[config.mk]
export PLATFORM = sky130hd
export DESIGN_NAME = wave_capture_ctrl_flat
export DESIGN_NICKNAME = d
export VERILOG_FILES = /design/src/rtl/wave_capture_ctrl_if.sv /design/src/rtl/wave_capture_ctrl.sv /design/src/flat_wrapper.sv
export SDC_FILE = /design/constraint.sdc
export NUM_CORES = 1
export LEC_CHECK = 0
export BUFFER_PORTS_ARGS = -buffer_cell sky130_fd_sc_hd__buf_2
export CORE_ASPECT_RATIO = 0.7
export CORE_UTILIZATION = 54
export DETAILED_ROUTE_END_ITERATION = 10
export GPL_ROUTABILITY_DRIVEN = 0
export PLACE_DENSITY_LB_ADDON = 0.12
export SYNTH_ARGS = -nofsm -noshare
export SYNTH_HDL_FRONTEND = slang
export SYNTH_SLANG_ARGS = --single-unit
[constraint.sdc]
create_clock -name clk_i -period 3.5 [get_ports clk_i]
set_clock_uncertainty 0.2 [all_clocks]
set_input_delay 0.875 -clock clk_i [delete_from_list [all_inputs] [get_ports clk_i]]
set_output_delay 0.875 -clock clk_i [all_outputs]
set_load 0.02 [all_outputs]
[src/rtl/wave_capture_ctrl_if.sv]
// wave_capture_ctrl_if: command, FADC, SRAM and FT245 pin bundle for the waveform capture controller
// Ports (master = controller side):
//   in : cmd[7:0], cmd_vld, bank, len, wavex, dx_i, txe (active low)
//   out: adclk, adx, dx_o, dx_oe, cex (SRAM OE_N), cey (SRAM WE_N), wr, usb_do, usb_oe,
//        busy, done, stat[3:0], wfstat[7:0]
interface wave_capture_ctrl_if #(
    parameter int ADC_W     = 10,
    parameter int ADRS_W    = 20,
    parameter int SRAM_W    = 16,
    parameter int BANK_LOG2 = 2
);
    logic [7:0]           cmd;
    logic                 cmd_vld;
    logic [BANK_LOG2-1:0] bank;
    logic [ADRS_W-1:0]    len;
    logic [ADC_W-1:0]     wavex;
    logic                 adclk;
    logic [ADRS_W-1:0]    adx;
    logic [SRAM_W-1:0]    dx_o;
    logic [SRAM_W-1:0]    dx_i;
    logic                 dx_oe;
    logic                 cex;
    logic                 cey;
    logic                 txe;
    logic                 wr;
    logic [7:0]           usb_do;
    logic                 usb_oe;
    logic                 busy;
    logic                 done;
    logic [3:0]           stat;
    logic [7:0]           wfstat;
    modport master (
        input  cmd, cmd_vld, bank, len, wavex, dx_i, txe,
        output adclk, adx, dx_o, dx_oe, cex, cey, wr, usb_do, usb_oe, busy, done, stat, wfstat
    );
    modport slave (
        output cmd, cmd_vld, bank, len, wavex, dx_i, txe,
        input  adclk, adx, dx_o, dx_oe, cex, cey, wr, usb_do, usb_oe, busy, done, stat, wfstat
    );
endinterface

[src/rtl/wave_capture_ctrl.sv]
// wave_capture_ctrl: FADC boxcar capture into banked SRAM, bank clear, and FT245 readout
// Ports:
//   clk_i  : system clock
//   rst_ni : asynchronous reset, active low
//   wc     : wave_capture_ctrl_if.master (command strobe, FADC data/clock, SRAM pins, FT245 pins, status)
module wave_capture_ctrl #(
    parameter int ADC_W     = 10,
    parameter int AVG_LOG2  = 3,
    parameter int DECIM     = 8192,
    parameter int ADRS_W    = 20,
    parameter int SRAM_W    = 16,
    parameter int BANK_LOG2 = 2,
    parameter int OFFSET    = 100
) (
    input logic                 clk_i,
    input logic                 rst_ni,
    wave_capture_ctrl_if.master wc
);
    localparam int NAVG  = 1 << AVG_LOG2;
    localparam int SUM_W = ADC_W + AVG_LOG2;
    localparam int PTR_W = ADRS_W - BANK_LOG2;
    localparam int CNT_W = ADRS_W + 1;
    localparam int TIM_W = $clog2(DECIM);
    localparam logic [CNT_W-1:0] BANK_N = CNT_W'(1) << PTR_W;

    // state encodings double as the LED status code
    typedef enum logic [3:0] {IDLE = 4'd0, CLR = 4'd1, CAP = 4'd3, RD = 4'd5} state_e;
    typedef enum logic [2:0] {R_ADR, R_LAT, R_WAIT, R_WRH, R_WRL} rph_e;

    logic [1:0]                 ph_q;
    logic [NAVG-1:0][ADC_W-1:0] hist_q;
    logic [SUM_W-1:0]           sum_q, sum_d;
    logic [ADC_W-1:0]           avg, store;
    logic [15:0]                rd16;

    state_e               state_q;
    rph_e                 rph_q;
    logic [1:0]           sub_q;
    logic                 hi_q;
    logic [2:0]           step_q;
    logic [TIM_W-1:0]     tim_q;
    logic [PTR_W-1:0]     ptr_q;
    logic [CNT_W-1:0]     cnt_q, n_q;
    logic [BANK_LOG2-1:0] bank_q;
    logic [SRAM_W-1:0]    rdat_q;
    logic [ADRS_W-1:0]    adx_q;
    logic [SRAM_W-1:0]    dx_q;
    logic                 dx_oe_q, cex_q, cey_q, wr_q, usb_oe_q, done_q;
    logic [7:0]           usb_do_q;

    // FADC sample is taken on the last phase of each ADCLK period; the oldest
    // history entry leaves the sum as the new one enters
    always_comb begin
        sum_d = (ph_q == 2'd3) ? sum_q + SUM_W'(wc.wavex) - SUM_W'(hist_q[NAVG-1]) : sum_q;
        avg   = sum_q[SUM_W-1:AVG_LOG2];
        store = (avg > ADC_W'(OFFSET)) ? avg - ADC_W'(OFFSET) : '0;
        rd16  = 16'(rdat_q);
    end

    always_ff @(posedge clk_i or negedge rst_ni) begin
        if (!rst_ni) begin
            ph_q   <= '0;
            sum_q  <= '0;
            hist_q <= '0;
        end else begin
            ph_q  <= ph_q + 2'd1;
            sum_q <= sum_d;
            if (ph_q == 2'd3)
                hist_q <= {hist_q[NAVG-2:0], wc.wavex};
        end
    end

    // sub_q walks the shared write cycle: 1=c0 (address/data up), 2=c1 (WE_N low), 3=c2 (WE_N high);
    // 0 means no write in flight (capture waiting for the decimation timer)
    always_ff @(posedge clk_i or negedge rst_ni) begin
        if (!rst_ni) begin
            state_q  <= IDLE;
            rph_q    <= R_ADR;
            sub_q    <= '0;
            hi_q     <= 1'b0;
            step_q   <= '0;
            tim_q    <= '0;
            ptr_q    <= '0;
            cnt_q    <= '0;
            n_q      <= '0;
            bank_q   <= '0;
            rdat_q   <= '0;
            adx_q    <= '0;
            dx_q     <= '0;
            dx_oe_q  <= 1'b0;
            cex_q    <= 1'b1;
            cey_q    <= 1'b1;
            wr_q     <= 1'b0;
            usb_do_q <= '0;
            usb_oe_q <= 1'b0;
            done_q   <= 1'b0;
        end else begin
            done_q <= 1'b0;
            if (wc.cmd_vld && wc.cmd == 8'd6) begin
                state_q  <= IDLE;
                sub_q    <= '0;
                cey_q    <= 1'b1;
                cex_q    <= 1'b1;
                dx_oe_q  <= 1'b0;
                wr_q     <= 1'b0;
                usb_oe_q <= 1'b0;
            end else begin
                case (state_q)
                    IDLE: if (wc.cmd_vld) begin
                        bank_q <= wc.bank;
                        n_q    <= (wc.len == '0) ? BANK_N : CNT_W'(wc.len);
                        cnt_q  <= '0;
                        tim_q  <= '0;
                        case (wc.cmd)
                            8'd1: begin
                                state_q <= CLR;
                                adx_q   <= {wc.bank, ptr_q};
                                dx_q    <= '0;
                                dx_oe_q <= 1'b1;
                                sub_q   <= 2'd1;
                            end
                            8'd3: begin
                                state_q <= CAP;
                                sub_q   <= 2'd0;
                            end
                            8'd4: ptr_q <= '0;
                            8'd5: begin
                                state_q <= RD;
                                adx_q   <= {wc.bank, ptr_q};
                                cex_q   <= 1'b0;
                                rph_q   <= R_ADR;
                            end
                            default: ;
                        endcase
                    end
                    CLR, CAP: begin
                        if (state_q == CAP)
                            tim_q <= (tim_q == TIM_W'(DECIM - 1)) ? '0 : tim_q + 1'b1;
                        case (sub_q)
                            2'd0: if (state_q == CAP && tim_q == TIM_W'(DECIM - 1)) begin
                                adx_q   <= {bank_q, ptr_q};
                                dx_q    <= SRAM_W'(store);
                                dx_oe_q <= 1'b1;
                                sub_q   <= 2'd1;
                            end
                            2'd1: begin
                                cey_q <= 1'b0;
                                sub_q <= 2'd2;
                            end
                            2'd2: begin
                                cey_q <= 1'b1;
                                ptr_q <= ptr_q + 1'b1;
                                sub_q <= 2'd3;
                            end
                            default: if (cnt_q == n_q - 1'b1) begin
                                done_q  <= 1'b1;
                                state_q <= IDLE;
                                dx_oe_q <= 1'b0;
                                sub_q   <= 2'd0;
                            end else begin
                                cnt_q <= cnt_q + 1'b1;
                                // clear runs back to back; capture drops the bus until the next tick
                                if (state_q == CLR) begin
                                    adx_q <= {bank_q, ptr_q};
                                    sub_q <= 2'd1;
                                end else begin
                                    dx_oe_q <= 1'b0;
                                    sub_q   <= 2'd0;
                                end
                            end
                        endcase
                    end
                    RD: case (rph_q)
                        R_ADR: rph_q <= R_LAT;
                        R_LAT: begin
                            rdat_q <= wc.dx_i;
                            cex_q  <= 1'b1;
                            ptr_q  <= ptr_q + 1'b1;
                            hi_q   <= 1'b0;
                            rph_q  <= R_WAIT;
                        end
                        // TXE is only looked at here, so a byte already started never stalls
                        R_WAIT: if (!wc.txe) begin
                            usb_do_q <= hi_q ? rd16[15:8] : rd16[7:0];
                            usb_oe_q <= 1'b1;
                            wr_q     <= 1'b1;
                            step_q   <= '0;
                            rph_q    <= R_WRH;
                        end
                        R_WRH: begin
                            step_q <= step_q + 1'b1;
                            if (step_q == 3'd4) begin
                                wr_q   <= 1'b0;
                                step_q <= '0;
                                rph_q  <= R_WRL;
                            end
                        end
                        default: begin
                            step_q <= step_q + 1'b1;
                            if (step_q == 3'd5) begin
                                usb_oe_q <= 1'b0;
                                if (!hi_q) begin
                                    hi_q  <= 1'b1;
                                    rph_q <= R_WAIT;
                                end else if (cnt_q == n_q - 1'b1) begin
                                    done_q  <= 1'b1;
                                    state_q <= IDLE;
                                end else begin
                                    cnt_q <= cnt_q + 1'b1;
                                    adx_q <= {bank_q, ptr_q};
                                    cex_q <= 1'b0;
                                    rph_q <= R_ADR;
                                end
                            end
                        end
                    endcase
                    default: state_q <= IDLE;
                endcase
            end
        end
    end

    assign wc.adclk  = ph_q[1];
    assign wc.adx    = adx_q;
    assign wc.dx_o   = dx_q;
    assign wc.dx_oe  = dx_oe_q;
    assign wc.cex    = cex_q;
    assign wc.cey    = cey_q;
    assign wc.wr     = wr_q;
    assign wc.usb_do = usb_do_q;
    assign wc.usb_oe = usb_oe_q;
    assign wc.busy   = state_q != IDLE;
    assign wc.done   = done_q;
    assign wc.stat   = state_q;
    assign wc.wfstat = avg[ADC_W-1 -: 8];
endmodule

[src/flat_wrapper.sv]
// flat-port wrapper written by rule: the top's interface ports become plain ports
module wave_capture_ctrl_flat 
#(
    parameter int ADC_W     = 10,
    parameter int AVG_LOG2  = 3,
    parameter int DECIM     = 8192,
    parameter int ADRS_W    = 20,
    parameter int SRAM_W    = 16,
    parameter int BANK_LOG2 = 2,
    parameter int OFFSET    = 100
)
  (clk_i, rst_ni, wc_cmd, wc_cmd_vld, wc_bank, wc_len, wc_wavex, wc_dx_i, wc_txe, wc_adclk, wc_adx, wc_dx_o, wc_dx_oe, wc_cex, wc_cey, wc_wr, wc_usb_do, wc_usb_oe, wc_busy, wc_done, wc_stat, wc_wfstat);
  wave_capture_ctrl_if #(.ADC_W(ADC_W), .ADRS_W(ADRS_W), .SRAM_W(SRAM_W), .BANK_LOG2(BANK_LOG2)) wc_i ();
  input logic clk_i;
  input logic rst_ni;
  input wire logic [$bits(wc_i.cmd)-1:0] wc_cmd;
  input wire logic [$bits(wc_i.cmd_vld)-1:0] wc_cmd_vld;
  input wire logic [$bits(wc_i.bank)-1:0] wc_bank;
  input wire logic [$bits(wc_i.len)-1:0] wc_len;
  input wire logic [$bits(wc_i.wavex)-1:0] wc_wavex;
  input wire logic [$bits(wc_i.dx_i)-1:0] wc_dx_i;
  input wire logic [$bits(wc_i.txe)-1:0] wc_txe;
  output wire logic [$bits(wc_i.adclk)-1:0] wc_adclk;
  output wire logic [$bits(wc_i.adx)-1:0] wc_adx;
  output wire logic [$bits(wc_i.dx_o)-1:0] wc_dx_o;
  output wire logic [$bits(wc_i.dx_oe)-1:0] wc_dx_oe;
  output wire logic [$bits(wc_i.cex)-1:0] wc_cex;
  output wire logic [$bits(wc_i.cey)-1:0] wc_cey;
  output wire logic [$bits(wc_i.wr)-1:0] wc_wr;
  output wire logic [$bits(wc_i.usb_do)-1:0] wc_usb_do;
  output wire logic [$bits(wc_i.usb_oe)-1:0] wc_usb_oe;
  output wire logic [$bits(wc_i.busy)-1:0] wc_busy;
  output wire logic [$bits(wc_i.done)-1:0] wc_done;
  output wire logic [$bits(wc_i.stat)-1:0] wc_stat;
  output wire logic [$bits(wc_i.wfstat)-1:0] wc_wfstat;
  assign wc_i.cmd = wc_cmd;
  assign wc_i.cmd_vld = wc_cmd_vld;
  assign wc_i.bank = wc_bank;
  assign wc_i.len = wc_len;
  assign wc_i.wavex = wc_wavex;
  assign wc_i.dx_i = wc_dx_i;
  assign wc_i.txe = wc_txe;
  assign wc_adclk = wc_i.adclk;
  assign wc_adx = wc_i.adx;
  assign wc_dx_o = wc_i.dx_o;
  assign wc_dx_oe = wc_i.dx_oe;
  assign wc_cex = wc_i.cex;
  assign wc_cey = wc_i.cey;
  assign wc_wr = wc_i.wr;
  assign wc_usb_do = wc_i.usb_do;
  assign wc_usb_oe = wc_i.usb_oe;
  assign wc_busy = wc_i.busy;
  assign wc_done = wc_i.done;
  assign wc_stat = wc_i.stat;
  assign wc_wfstat = wc_i.wfstat;
  wave_capture_ctrl #(.ADC_W(ADC_W), .AVG_LOG2(AVG_LOG2), .DECIM(DECIM), .ADRS_W(ADRS_W), .SRAM_W(SRAM_W), .BANK_LOG2(BANK_LOG2), .OFFSET(OFFSET)) u_core (.clk_i(clk_i), .rst_ni(rst_ni), .wc(wc_i));
endmodule
=== Yosys cells after proc, flatten, opt, wreduce, memory -nomap -nowiden ===
Index checks and enable logic that the tools add are counted.

* Register bits after elaboration: 249
* Logic and storage cells: 250
* Output and inout bits: 64
* Input bits: 60

* Multiplexer cells: 101
* Reductions and logical operators: 44
* $add $sub $neg: 9
* Magnitude comparators: 1
* Bitwise logic cells: 4
* Equal/unequal tests: 61

{| class="wikitable"
|+ Operator list
! cell !! number
|-
| $mux 20 || 10
|-
| $mux 21 || 6
|-
| $mux 18 || 4
|-
| $mux 16 || 4
|-
| $pmux 21 s3 || 1
|-
| $pmux 20 s3 || 1
|-
| $pmux 18 s3 || 1
|-
| $pmux 20 s2 || 1
|-
| $mux 13 || 3
|-
| $pmux 16 s2 || 1
|-
| $ne 3x2->1 const B || 10
|-
| $mux 1 || 29
|-
| $mux 4 || 7
|-
| $reduce_and 4->1 || 7
|-
| $mux 3 || 9
|-
| $pmux 13 s2 || 1
|-
| $eq 8x3->1 const B || 3
|-
| $pmux 4 s3 || 2
|-
| $reduce_and 6->1 || 4
|-
| $add 21x1->21 const B || 1
|-
| $eq 21x21->1 || 1
|-
| $sub 21x1->21 const B || 1
|-
| $logic_not 20->1 || 1
|-
| $ne 2x2->1 const B || 10
|-
| other kinds (54) || 102
|}

=== Longest topological paths before layout ===
Gate-level depths: netlist (run 1).

* Depth after elaboration: 8
* Mapped depth: 15
* Gate-level depth less buffers: 15

=== Worst setup path after synthesis (run 1) ===
Ideal clock, no wire load.

* Kind: register -> register
* Start: register u_core.n_q[0]
* End: register u_core.adx_q[11] (netlist: u_core.wc.adx[11])
* Required time: 3.175 ns
* Path buffers: 3
* Setup slack: -0.182 ns
* Data arrival time: 3.357 ns
* Cell stages (with the launch flop): 14
* Setup time: 0.125 ns
* Clock period less this slack: 3.682 ns
* Path through: dfrtp_1 inv_1 ha_1 or3b_2 clkbuf_1 xnor2_1 or4_1 a21oi_2 nand4_1 or4_4 buf_6 o21ai_4 buf_12 mux2_4

* Word-level cells in the longest chain between the ends: 4
* Elaborated cells on any way between the ends: 5
* Classes of those cells: 1 x add/sub; 3 x eq/ne; 1 x reduce/logical

{| class="wikitable"
|+ Ends and longest elaborated chain
! item !! RTL line !! RTL
|-
| from (decl) || wave_capture_ctrl.sv:43 || <nowiki>logic [CNT_W-1:0] cnt_q, n_q;</nowiki>
|-
| from (signal assigned) || wave_capture_ctrl.sv:111 || <nowiki>n_q <= (wc.len == '0) ? BANK_N : CNT_W'(wc.len);</nowiki>
|-
| $sub 21x1->21 (*) || wave_capture_ctrl.sv:155, wave_capture_ctrl.sv:205 ||
|-
| $eq 21x21->1 (*) || wave_capture_ctrl.sv:155, wave_capture_ctrl.sv:205 ||
|-
| $ne 3x3->1 (no line) or $ne 2x2->1 (tied branches) || -- ||
|-
| $reduce_and 12->1 (no line) (*) || -- ||
|-
| to (signal assigned) || wave_capture_ctrl.sv:141 || <nowiki>adx_q <= {bank_q, ptr_q};</nowiki>
|-
| to (signal assigned) || wave_capture_ctrl.sv:164 || <nowiki>adx_q <= {bank_q, ptr_q};</nowiki>
|-
| to (signal assigned) || wave_capture_ctrl.sv:210 || <nowiki>adx_q <= {bank_q, ptr_q};</nowiki>
|-
| to (decl) || wave_capture_ctrl.sv:46 || <nowiki>logic [ADRS_W-1:0] adx_q;</nowiki>
|}

Mark *: on every way between the ends. The rest lies on a longest branch, timed or not.
A chain may end at the register's enable or synchronous reset.

=== Worst setup path in the final report (run 1) ===
* Start: register u_core.n_q[0]
* End: register u_core.rph_q[1]

* Word-level cells in the longest chain between the ends: 4

{| class="wikitable"
|+ Ends and longest elaborated chain
! item !! RTL line !! RTL
|-
| $sub 21x1->21 || wave_capture_ctrl.sv:205 || <nowiki>end else if (cnt_q == n_q - 1'b1) begin</nowiki>
|-
| $eq 21x21->1 || wave_capture_ctrl.sv:205 ||
|-
| $ne 7x7->1 (no line) || -- ||
|-
| $reduce_and 8->1 (no line) || -- ||
|-
| to (signal assigned) || wave_capture_ctrl.sv:195 || <nowiki>rph_q <= R_WRL;</nowiki>
|-
| to (signal assigned) || wave_capture_ctrl.sv:204 || <nowiki>rph_q <= R_WAIT;</nowiki>
|-
| to (signal assigned) || wave_capture_ctrl.sv:212 || <nowiki>rph_q <= R_ADR;</nowiki>
|-
| to (decl) || wave_capture_ctrl.sv:37 || <nowiki>rph_e rph_q;</nowiki>
|}

Every way passes these cells.

==> results of run 1 <==
[kinds of logic (layout without fill, tap and decap cells)]
kind of cell	Yosys count	count (layout)	share of synthesized area (%)
simple gates	399	399	15.8
flops	241	241	48.6
compound gates	187	187	9.86
buf+inv	135	303	5.05
mux	131	131	12.1
xor+xnor	57	57	4.02
fa+ha+maj	39	39	4.53
other cells	1	7	0.0302
[cell usage in the layout, fill, tap and decap left out, drive strengths merged, types with 4 or more instances in the layout]
cell type	count
dfrtp	239
buf	190
nand2	161
mux2	114
o21ai	78
inv	68
nor2	53
clkbuf	36
xnor2	33
nand3	31
a21oi	30
ha	29
xor2	24
nor3	24
nand4	20
o31ai	20
nor4	19
mux2i	17
and3	16
o211ai	16
or3	13
or4	13
and2	12
nand2b	11
fa	10
a31oi	9
conb	7
clkinv	7
a21o	6
nor3b	5
nor2b	5
or2	4
[flip-flops by register name (all words and copies together), names as in the netlist, 3 cells and up]
name and flops:
u_core.ptr_q 18, u_core.wc.stat 3, u_core.hist_q 80, u_core.wc.usb_do 8, u_core.wc.dx_o 10, u_core.wc.adx 20, u_core.step_q 3, u_core.tim_q 13
u_core.rd16 16, u_core.cnt_q 21, u_core.sum_q 13, u_core.n_q 20, u_core.rph_q 3
[worst max-delay path: cells and delay by family (launching register included)]
family,cells,cell delay [ps]
XOR/XNOR,1,150
AND/OR/NAND/NOR,4,1480
flip-flops,1,380
adder cells (fa/ha/maj),1,140
AO/OA/AOI/OAI,4,710
buffers and inverters,3,340
[through the flow]
stage               std cells  power, mW  hold WS (ps)
global placement         1622       6.11           255
CTS                      1672       9.23           142
floorplan                1196       5.38           198
global route             1676       9.78           170
finish                   1676       9.23           134
detailed placement       1622       6.18           262
[layout make-up]
type                    instances  area, um2  share of cell area, %
repair buffers                191       1260                   8.56
inverters                      68        255                   1.74
clock buffers                  35        743                   5.06
flip-flops and latches        241       6030                   41.1
multi-input cells             820       5900                   40.2
well taps                     312        390                   2.66
clock inverters                 9        103                  0.699
[worst max path at each step]
stage	end	slack (ps)	depth (start not counted)
finish	u_core.rph_q[1]	-10	13
CTS	u_core.wc.adx[14]	-20	12
global route	u_core.rph_q[1]	-130	13
detailed placement	u_core.sum_q[12]	-260	13
floorplan	u_core.wc.adx[11]	-100	13
global placement	u_core.sum_q[12]	-190	13
[power breakdown]
| part | switching (mW) | total, mW | internal, mW |
|---|---|---|---|
| clock network | 1.08 | 2.70 | 1.62 |
| logic | 1.70 | 3.19 | 1.49 |
| registers | 0.261 | 3.33 | 3.07 |
| total | 3.04 | 9.23 | 6.19 |
[routing by layer]
layer	part of all wire, %	global-route usage [%]	vias up
met5	0	0	-
met4	1.5	4.56	0
met3	4.0	3.62	31
met2	40	32.3	194
met1	54	36.8	4305
li1	-	-	4458
[repair_timing]
| action | in CTS | in global routing |
|---|---|---|
| hold endpoints to repair | 0 | 0 |
| setup buffers | 5 | 4 |
| gates resized for setup | 19 | 13 |
| setup endpoints to repair | 22 | 44 |
| gates cloned | 2 | 1 |
| pin swaps | 10 | 2 |
==> flow_summary.ini, run 1 <==
[detailed_routing]
dr.pass1.iters = 5
wl_per_cell_um = 15.6
drt_iter0_drc = 640
final_antenna_net_count = 0
routed_wirelength_mm = 26.2
drt_drc_violations_left = 0
vias = 8988
detail_route.vias_per_cell = 5.36

[worst_setup_path]
slowest_delay_ps = 520
cp_max_fo = 4
reg2regPathDepth = 13
worst_setup_path_start_kind = flop
cpMaxStageDelayCell = or4_4
critPathKind = reg2reg
crit_arrival_ps = 3720
rr_startpoint = u_core.n_q[0]
cp-end-kind = flop
crit_chain = inv_2 -> ha_4 -> or3b_4 -> xnor2_1 -> or4_4 -> a21oi_2 -> nand4_1 -> or4_4 -> buf_6 -> buf_6 -> o21ba_4 -> o211a_1 -> a31o_1
r2r_end = u_core.rph_q[1]
ff2ff_setup_slack_ps = -10
crit_start = u_core.n_q[0]
critPathRequiredTime_ps = 3710

[logic_synthesis]
synth_area_leaders = dfrtp_1 (48%), mux2_2 (9.1%), nand2_1 (4.9%)
synth-seq-cells = 241
synth_common_cells = dfrtp_1 (239), nand2_1 (161), mux2_2 (100)
ys_types = 71
syn_inst = 1190
synth_edf_count = 0
avgSynthCellArea_um2 = 10.4
synthFlopType = dfrtp_1
netlist.area_leader.share_pct = 48.1
yosysSeqAreaShare_pct = 48.6
post-synth-top-count-cell = dfrtp_1
syn_area_mm2 = 0.0124
synthArstFlopShare_pct = 100
yosysWarningCount = 0
yosys.area.top_type = dfrtp_1

[clock_tree]
cts.sinks = 241
clk_pin_slew_ps = 60
clk_root_buffer_cell = clkbuf_16
hold_buffers = 0
clk_latency_ps = 510
clk_path_buf_depth = 3
cts_tree = yes
ctsHtreeMaxLevel = 1
cts_buffers = 24

[power]
ir_worst_vdd_mv = 0.406
powerDensity_mw_per_mm2 = 629
p_leak_nw = 6.78

[cells_and_area]
design_area_mm2 = 0.0147
finalNetCount = 1445
area_growth_pct = 18.1
drive_gt1_share_pct = 28.4
nFillCells = 1825
num_antenna_cells = 0
fin_util_pct = 64.9

[timing]
hold_violations = 0
rsz0062_at_grt = true
clock.fmax_mhz = 285
fin_setup_tns_ps = -10.2
slew_headroom_pct = 27.1
tightest_slew_ps = 1090
finalSetupViolations = 1
fin_crit_sh_pct = 100
min_period_ps = 3510
worst_slack_ps = -10.2
slew_viol_final = 0

[die]
core_mm2 = 0.0226
rows = 46
die_x_um = 183
dieHeight_um = 129
ios = 124
die_area_mm2 = 0.0236
start_util_pct = 54.9

[run_status]
violations = negative setup slack
status = finished, violations left

[run]
cap_violations = 0

[global_route]
grt_overflow = 0
grt_pass1_wl_mm = 43.7
antenna_found_initial = 0
grt_usage_pct = 22.9
grt_pass1_vias = 8488
grt_max_degree = 87

[place]
portBuffers = 116
post-place-ws_ps = -257
place_hpwl_mm = 18.3
place_area_mm2 = 0.0136

[min_path]
hp-class = in2async
No activity file was read; power rests on OpenSTA's default activity.
==> run 2: changes to the inputs <==
--- a/config.mk
+++ b/config.mk
@@ -7,7 +7,7 @@
 export LEC_CHECK = 0
 export BUFFER_PORTS_ARGS = -buffer_cell sky130_fd_sc_hd__buf_2
 export CORE_ASPECT_RATIO = 0.7
-export CORE_UTILIZATION = 54
+export CORE_UTILIZATION = 60
 export DETAILED_ROUTE_END_ITERATION = 10
 export GPL_ROUTABILITY_DRIVEN = 0
 export PLACE_DENSITY_LB_ADDON = 0.12
==> constraint.sdc (replaced) <==
create_clock -name clk_i -period 3.66 [get_ports clk_i]
set_clock_uncertainty 0.2 [all_clocks]
set_input_delay 0.915 -clock clk_i [delete_from_list [all_inputs] [get_ports clk_i]]
set_output_delay 0.915 -clock clk_i [all_outputs]
set_load 0.02 [all_outputs]
==> run 2 against run 1 <==
  * The run now ends clean
  * Sequential share of layout area is 1.1 points higher
  * Die area is 9.9% lower
  * Cell count is 4.1% lower
  * Core utilization is 6.4 points higher
  * Register-to-register slack better by 150 ps
  * Via count is 0.59% higher
  * Cell area is 2.6% lower
  * Hold slack better by 83 ps
  * Critical path depth is 3 lower
  * Sequential power is 4% lower
  * Clock power is 8.5% lower
  * Wire length is 4.3% lower
==> flow_summary.ini, run 2 (same netlist as run 1, synthesis figures left out) <==
[die]
ios = 124
die_area_mm2 = 0.0213
core_mm2 = 0.0201
rows = 43
die_x_um = 174
dieHeight_um = 122
start_util_pct = 61.9

[worst_setup_path]
critPathTopFamily = simple AND/OR/NAND/NOR gates
crit_start = u_core.n_q[9]
r2r_end = u_core.rph_q[1]
reg2regPathDepth = 10
slowest_delay_ps = 580
ff2ff_setup_slack_ps = 140
crit_chain = or4_4 -> or4_1 -> a21oi_1 -> a31o_2 -> o21ai_0 -> or4_4 -> buf_4 -> o21ba_1 -> o211a_1 -> a31o_1
crit_cells = 10
cpMostUsedCell = or4_4
critPathKind = reg2reg
worst-path-buf-inv = 1
cp-end-kind = flop
crit_path_end = u_core.rph_q[1]
cp_max_fo = 5
critPathRequiredTime_ps = 3870
worst_setup_path_start_kind = flop
cpMaxStageDelayCell = or4_4
rr_startpoint = u_core.n_q[9]
crit_arrival_ps = 3730

[place]
place_hpwl_mm = 17.8
dp_cells = 1565
place_area_mm2 = 0.0135
portBuffers = 116
post-place-ws_ps = -140

[cells_and_area]
num_antenna_cells = 0
area_growth_pct = 15.1
mostFrequentLayoutCells = dfrtp_1 (239), nand2_1 (161), buf_2 (115)
nFillCells = 1484
drive_gt1_share_pct = 25.8
top_register = u_core.hist_q
largest_reg_flops = 80
instances_no_fill = 1608
finalNetCount = 1420
final_common_cell = dfrtp_1
reg_top3 = u_core.hist_q: 80 flops, u_core.cnt_q: 21 flops
design_area_mm2 = 0.0143

[clock_tree]
clk_pin_slew_ps = 60
cts-resized-gates = 0
post_cts.repair.setup_buffers = 0
cts_tree = yes
clk_path_buf_depth = 3
cts_buffers = 24
hold_buffers = 0
clk_latency_ps = 520
cts.sinks = 241
ctsHtreeMaxLevel = 1
clk_root_buffer_cell = clkbuf_16

[timing]
tightest_slew_ps = 1160
min_period_ps = 3520
rsz0062_at_grt = true
hold_violations = 0
slew_viol_final = 0
fin_setup_tns_ps = 0
clock.fmax_mhz = 284
finalSetupViolations = 0
slew_headroom_pct = 22.0
worst_slack_ps = 138
fin_crit_sh_pct = 96.2

[power]
power_mw = 8.26
power.share.switching_pct = 32.8
p_seq_share_pct = 38.8
p_leak_nw = 6.59
powerDensity_mw_per_mm2 = 577
comb_power_share_pct = 31.4
intPower_mw = 5.55
p_clk_share_pct = 29.9
ir_worst_vdd_mv = 0.445
p_sw_mw = 2.71

[global_route]
antenna_found_initial = 0
grt_usage_pct = 24.4
grt_pass1_vias = 8515
grt_overflow = 0
grt_max_degree = 94
grt_pass1_wl_mm = 42.6

[detailed_routing]
vias = 9041
wl_per_cell_um = 15.6
routed_wirelength_mm = 25.1
dr.pass1.iters = 5
drt_drc_violations_left = 0
detail_route.vias_per_cell = 5.62
drt_iter0_drc = 648
final_antenna_net_count = 0

[run_status]
status = complete, no violations

[min_path]
hp-class = in2async

[run]
cap_violations = 0
## run 2: cell count changes in the layout (fill, tap and decap cells not counted), sizes merged
cell,change
buf,-24
clkinv,-7
clkbuf,+4
clkinvlp,+1
## run 2: how the worst min path moves through the flow
stage / endpoint / depth (start not counted) / slack (ps)
2_1_floorplan: u_core.ph_q[0] / 1 / 200
3_3_place_gp: u_core.wc.dx_o[4] / 2 / 260
3_5_place_dp: u_core.tim_q[8] / 1 / 260
4_1_cts: u_core.wc.adx[13] / 1 / 240
5_1_grt: u_core.wc.adx[13] / 1 / 270
6_report: u_core.wc.adx[13] / 1 / 220
## run 2: layer usage
| metal | wire length (um) | vias to the layer above | track usage (%) |
|---|---|---|---|
| met5 | 0 | - | 0 |
| met4 | 325 | 0 | 4.22 |
| met3 | 1630 | 29 | 3.59 |
| met2 | 10300 | 274 | 35.3 |
| met1 | 12800 | 4330 | 39.1 |
| li1 | - | 4408 | - |
## run 2: power by group through the flow
stage / Combinational (mW) / Clock, mW / Sequential (mW)
after global placement: 2.51 / 0 / 3.22
after floorplan: 1.94 / 0 / 3.20
final: 2.59 / 2.47 / 3.20
after detailed placement: 2.58 / 0 / 3.23
after global routing: 2.91 / 2.63 / 3.23
after CTS: 2.59 / 2.53 / 3.19
## run 2: worst reg2reg max path: cells and delay by family (launching register included)
family                 cells  cell delay (ps)
AO/OA/AOI/OAI              6             1020
flip-flops                 1              380
buffers and inverters      1              190
AND/OR/NAND/NOR            3             1630
## run 2: area by class of cell
class / count / area [um2] / share of cell area (%)
clock buffers: 40 / 722 / 5.05
clock inverters: 3 / 67.6 / 0.472
multi-input cells: 820 / 5850 / 40.9
inverters: 68 / 255 / 1.78
flip-flops and latches: 241 / 6030 / 42.2
well taps: 270 / 338 / 2.36
repair buffers: 166 / 1040 / 7.28
## run 2: stage by stage
step	hold slack, ps	util (%)
6_report	217	71.3
5_1_grt	267	71.3
4_1_cts	239	71.1
3_5_place_dp	263	67.1
3_3_place_gp	257	67.1
2_1_floorplan	198	-
